### config.mk
export PLATFORM = sky130hd
export DESIGN_NAME = sp_double_mac_feeder
export DESIGN_NICKNAME = d
export VERILOG_FILES = /design/src/rtl/sp_double_mac_feeder.sv
export SDC_FILE = /design/constraint.sdc
export NUM_CORES = 1
export LEC_CHECK = 0
export CORE_ASPECT_RATIO = 1.25
export CORE_MARGIN = 2
export CORE_UTILIZATION = 40
export CTS_CLUSTER_DIAMETER = 40
export DETAILED_ROUTE_END_ITERATION = 10
export GPL_ROUTABILITY_DRIVEN = 1
export GPL_TIMING_DRIVEN = 0
export PLACE_DENSITY = 0.62
export SYNTH_ARGS = -nofsm -noshare
export SYNTH_HDL_FRONTEND = slang
export SYNTH_SLANG_ARGS = --single-unit
### constraint.sdc
create_clock -name clk -period 2.7 [get_ports clk]
set_input_delay 0.54 -clock clk [delete_from_list [all_inputs] [get_ports clk]]
set_output_delay 0.54 -clock clk [all_outputs]
set_load 0.01 [all_outputs]
### src/rtl/sp_double_mac_feeder.sv
// Operand feeder for the dual int4 x int8 MAC row: buffers operand quadruples in a FIFO,
// issues them with a precomputed 9-bit mix term, and sequences accumulator clear / tile done.
module sp_double_mac_feeder #(
    parameter int unsigned DEPTH = 4,
    parameter int unsigned LEN_W = 16
) (
    input  logic             clk,
    input  logic             reset,
    input  logic             start,
    input  logic [LEN_W-1:0] cfg_len,
    output logic             busy,
    output logic             done,
    input  logic             s_valid,
    output logic             s_ready,
    input  logic [3:0]       s_a1,
    input  logic [3:0]       s_a2,
    input  logic [7:0]       s_b1,
    input  logic [7:0]       s_b2,
    input  logic             m_hold,
    output logic             m_pulse,
    output logic [3:0]       m_a1,
    output logic [3:0]       m_a2,
    output logic [7:0]       m_b1,
    output logic [7:0]       m_b2,
    output logic [8:0]       m_mix,
    output logic             m_acc_clr
);

    localparam int unsigned PTR_W = (DEPTH > 1) ? $clog2(DEPTH) : 1;
    localparam int unsigned CNT_W = $clog2(DEPTH) + 1;

    localparam logic [2:0] ST_IDLE  = 3'd0;
    localparam logic [2:0] ST_CLEAR = 3'd1;
    localparam logic [2:0] ST_RUN   = 3'd2;
    localparam logic [2:0] ST_FLUSH = 3'd3;
    localparam logic [2:0] ST_DONE  = 3'd4;

    logic [23:0]      r_mem [DEPTH];
    logic [PTR_W-1:0] r_wptr;
    logic [PTR_W-1:0] r_rptr;
    logic [CNT_W-1:0] r_count;
    logic [2:0]       r_state;
    logic [2:0]       w_state_nxt;
    logic [LEN_W-1:0] r_len;
    logic [LEN_W-1:0] r_cnt;
    logic             r_pulse;
    logic [3:0]       r_a1;
    logic [3:0]       r_a2;
    logic [7:0]       r_b1;
    logic [7:0]       r_b2;
    logic [8:0]       r_mix;

    logic        w_full;
    logic        w_empty;
    logic        w_push;
    logic        w_pop;
    logic        w_last_pop;
    logic [23:0] w_rd;
    logic [8:0]  w_mix;

    assign w_full     = (r_count == CNT_W'(DEPTH));
    assign w_empty    = (r_count == '0);
    assign w_push     = s_valid && !w_full;
    assign w_pop      = (r_state == ST_RUN) && !w_empty && !m_hold && (r_cnt < r_len);
    assign w_last_pop = w_pop && ((r_cnt + LEN_W'(1)) == r_len);
    assign w_rd       = r_mem[r_rptr];
    // Zero-extend both activations so the sum never truncates.
    assign w_mix      = {1'b0, w_rd[15:8]} + {1'b0, w_rd[7:0]};

    always_ff @(posedge clk) begin
        if (w_push) begin
            r_mem[r_wptr] <= {s_a1, s_a2, s_b1, s_b2};
        end
    end

    always_comb begin
        w_state_nxt = r_state;
        case (r_state)
            ST_IDLE:  if (start) w_state_nxt = ST_CLEAR;
            ST_CLEAR: w_state_nxt = (r_len == '0) ? ST_FLUSH : ST_RUN;
            ST_RUN:   if (w_last_pop) w_state_nxt = ST_FLUSH;
            ST_FLUSH: w_state_nxt = ST_DONE;
            ST_DONE:  w_state_nxt = ST_IDLE;
            default:  w_state_nxt = ST_IDLE;
        endcase
    end

    always_ff @(posedge clk) begin
        if (reset) begin
            r_state <= ST_IDLE;
            r_wptr  <= '0;
            r_rptr  <= '0;
            r_count <= '0;
            r_len   <= '0;
            r_cnt   <= '0;
            r_pulse <= 1'b0;
            r_a1    <= '0;
            r_a2    <= '0;
            r_b1    <= '0;
            r_b2    <= '0;
            r_mix   <= '0;
        end else begin
            r_state <= w_state_nxt;
            r_pulse <= w_pop;
            if (w_push) begin
                r_wptr <= r_wptr + PTR_W'(1);
            end
            if (w_pop) begin
                r_rptr <= r_rptr + PTR_W'(1);
                r_cnt  <= r_cnt + LEN_W'(1);
                r_a1   <= w_rd[23:20];
                r_a2   <= w_rd[19:16];
                r_b1   <= w_rd[15:8];
                r_b2   <= w_rd[7:0];
                r_mix  <= w_mix;
            end
            case ({w_push, w_pop})
                2'b10:   r_count <= r_count + CNT_W'(1);
                2'b01:   r_count <= r_count - CNT_W'(1);
                default: r_count <= r_count;
            endcase
            if ((r_state == ST_IDLE) && start) begin
                r_len <= cfg_len;
                r_cnt <= '0;
            end
        end
    end

    assign s_ready   = !w_full;
    assign busy      = (r_state == ST_CLEAR) || (r_state == ST_RUN) || (r_state == ST_FLUSH);
    assign done      = (r_state == ST_DONE);
    assign m_acc_clr = (r_state == ST_CLEAR);
    assign m_pulse   = r_pulse;
    assign m_a1      = r_a1;
    assign m_a2      = r_a2;
    assign m_b1      = r_b1;
    assign m_b2      = r_b2;
    assign m_mix     = r_mix;

endmodule

==> results_dict.tcl <==
set metrics [dict create \
    power_frac_clock 0.348 \
    timing.hold.worst.class "reg2reg" \
    setup_viol 0 \
    min_path_cells 2 \
    maxSlewViolCount 0 \
    ir_worst_vdd_v 0.000489 \
    hold_violations 0 \
    synth.avg_cell_area_um2 12.4 \
    p_total_mw 7.02 \
    cellPowerDensity_mw_per_mm2 703 \
    cts_tree "done" \
    synthDistinctLibCells 57 \
    drive_above_1_share 0.230 \
    worstPathArrival_ns 3.04 \
    min_from "m_mix[6]" \
    core_mm2 0.0188 \
    numPortBuffers 81 \
    synth_area_mm2 0.00770 \
    reg2reg_slack_ns 0.02 \
    cts.htree.levels 4 \
    status "complete, no violations" \
    clockBufferDepth 2 \
    path_max_fanout 2 \
    grt_pass1_vias 5465 \
    pwr-share-comb 0.211 \
    n_fill_cell 1585 \
    fin_nets 824 \
    placementRows 56 \
    p_leak_nw 3.57 \
    num_vias 5188 \
    antenna_left 0 \
    drc 0 \
    grt_overflow_total 0 \
    start_kind "register" \
    die_h_um 159 \
    die_area_mm2 0.0204 \
    synth_edf_count 96 \
    holdPathEnd "m_mix[6]" \
    stdcell_count 992 \
    boundaryPins 83 \
    yosys_warnings 0 \
    p_sw_frac 0.293 \
    fin_crit_ns 2.68 \
    crit_path_end_kind "register" \
    worstMarginPinSlew_ns 1.33 \
    reg2reg_from "r_len[9]" \
    synthToLayoutAreaGrowth_pct 29.5 \
    antenna_cells 0 \
    grt_max_degree 25 \
    yosysSeqAreaShare 0.577 \
    drt_iter0_markers 291 \
    clock_sinks 174 \
    pwr-share-seq 0.440 \
    r2r-end "r_count[2]" \
    maxCapViolCount 0 \
    cts_made_buffers 17 \
    synthFlopType "edfxtp_1" \
    path_clk_slew_ns 0.07 \
    switchingPower_mw 2.06 \
    slew_headroom 0.116 \
    rsz0062_at_grt "true" \
    syn_inst 619 \
    fmax_ghz 0.373 \
    vias_per_cell 5.23 \
    start_util 0.408 \
    dp.final_hpwl_um 12400 \
    grt_pass1_wl_um 28900 \
    drt-wirelength-per-cell_um 18.4 \
    clkLatencyLatePin_ns 0.43 \
    synth-seq-cells 174 \
    grtUsageTotal 0.185 \
    finClkSkew_ns 0.00933 \
    antenna_found_initial 0 \
    drt-pass1-iter-count 4 \
    synthesis.nets 696 \
    p_int_mw 4.96 \
    finalCritPeriodShare 0.994 \
    place_congestion 0.878 \
    chipWidth_um 128 \
    worstPathRequired_ns 3.06 \
    crit_type "reg2reg" \
    routed_wl_um 18200 \
    postCtsHoldBufs 0 \
    async_flop_share 0 \
    placed_cells 932 \
    ff2ff_path_depth 14 \
    cts-root-buf "clkbuf_16" \
]
-- per-stage QoR --
| stage | setup TNS, ns | utilization | hold WS, ns | instance area [um2] | worst slack (ns) |
|---|---|---|---|---|---|
| after floorplan | -0.00316 | - | 0.454 | 7740 | -0.00316 |
| after global placement | -2.70 | 0.469 | 0.440 | 8840 | -0.462 |
| after detailed placement | -2.75 | 0.469 | 0.448 | 8840 | -0.521 |
| after CTS | 0 | 0.518 | 0.457 | 9760 | 0.00412 |
| after global routing | -0.118 | 0.529 | 0.492 | 9970 | -0.0738 |
| final | 0 | 0.529 | 0.453 | 9970 | 0.0155 |
-- worst max-delay path, stage by stage (launching register included) --
cell	delay (ns)
dfxtp_4	0.35
inv_1	0.04
ha_1	0.30
nand4_1	0.17
nor2_2	0.08
a211oi_4	0.25
nand3_2	0.13
buf_8	0.15
inv_8	0.04
ha_4	0.12
inv_2	0.03
fa_2	0.32
xor2_1	0.15
or3_1	0.31
a21oi_1	0.15
-- cell usage after synthesis (all sizes together), types with 2 or more instances --
cell,instances,area (um2)
o21ai,12,60.1
nand4,10,62.6
nor4,4,25.0
o311ai,2,17.5
a21oi,37,185
inv,30,113
buf,15,101
dfxtp,78,1560
clkbuf,13,48.8
or2,3,18.8
o2111ai,2,17.5
o211ai,4,30.0
nand2,47,176
nor2b,5,31.3
xnor2,28,245
o21bai,2,15.0
a211oi,4,42.5
nor2,68,258
nand3,11,72.6
xor2,13,114
edfxtp,96,2880
mux4,24,541
nand2b,2,12.5
and2,3,18.8
or3,7,43.8
mux2i,26,260
nor3b,2,20.0
fa,2,40.0
and3,8,50.1
ha,30,375
nor3,16,115
-- cell type report --
class	instances	area, um2	area share
plain buffers	26	180	0.0181
clock buffers	18	429	0.0430
clock inverters	14	170	0.0171
inverters	30	120	0.0120
multi-input cells	387	3180	0.318
flip-flops and latches	174	4510	0.453
well taps	232	290	0.0291
repair buffers	111	1090	0.110
-- state kept, by name (all words and copies together) (netlist names), named ones only --
register	flops
r_count	3
r_cnt	16
m_b1	8
r_rptr	2
r_wptr	2
r_mem	96
m_a2	4
m_a1	4
r_len	16
m_b2	8
m_mix	9
r_state	3
m_pulse	1
-- cell families (layout without fill, tap and decap cells) --
group                      count (synthesis)  count (layout)  synth area share
AOI/OAI and AO/OA                         74              74            0.0613
and+or+nand+nor                          190             190             0.123
buffers and inverters                     58             199            0.0341
DFF                                      174             174             0.577
adders and majority gates                 32              32            0.0540
muxes                                     50              50             0.104
xor gates and xnor gates                  41              41            0.0466
-- metal layers --
metal / vias to the layer above / wire, um / global-route usage
met4: 0 / 321 / 0.0744
met5: - / 0 / 0
met3: 21 / 700 / 0.0333
met1: 2567 / 7370 / 0.214
li1: 2495 / - / -
met2: 105 / 9840 / 0.335
-- timing repair --
action                                  in CTS  in global routing
endpoints found under the setup margin       9                 26
pin swaps                                   11                 13
resized for setup                           52                 35
buffers inserted                            20                  8
hold endpoints to repair                     0                  0
-- worst max path at each step --
stage	startpoint	to	slack [ns]	cells after the start
3_3_place_gp	m_hold	r_count[2]	-0.46	13
4_1_cts	r_len[1]	r_count[2]	0.004	14
2_1_floorplan	r_cnt[12]	r_count[2]	-0.003	13
6_report	r_len[9]	r_count[2]	0.02	14
3_5_place_dp	m_hold	r_count[2]	-0.52	13
5_1_grt	r_len[5]	r_count[2]	-0.07	14
-- cell usage in the layout (no fill, tap or decap), drive strengths merged, types with 16 or more instances in the layout --
| cell | n |
|---|---|
| clkdlybuf4s50 | 81 |
| nand2 | 47 |
| xnor2 | 28 |
| inv | 37 |
| nor2 | 68 |
| mux2i | 26 |
| edfxtp | 96 |
| nor3 | 16 |
| ha | 30 |
| mux4 | 24 |
| clkbuf | 30 |
| dfxtp | 78 |
| buf | 44 |
| a21oi | 37 |
-- power groups by stage --
stage               registers, mW  clock network, mW  logic, mW
floorplan                    3.12                  0      0.830
global placement             3.15                  0       1.22
detailed placement           3.16                  0       1.24
CTS                          3.09               2.48       1.41
global route                 3.11               2.59       1.62
finish                       3.09               2.44       1.48
No activity file was read; power rests on OpenSTA's default activity.
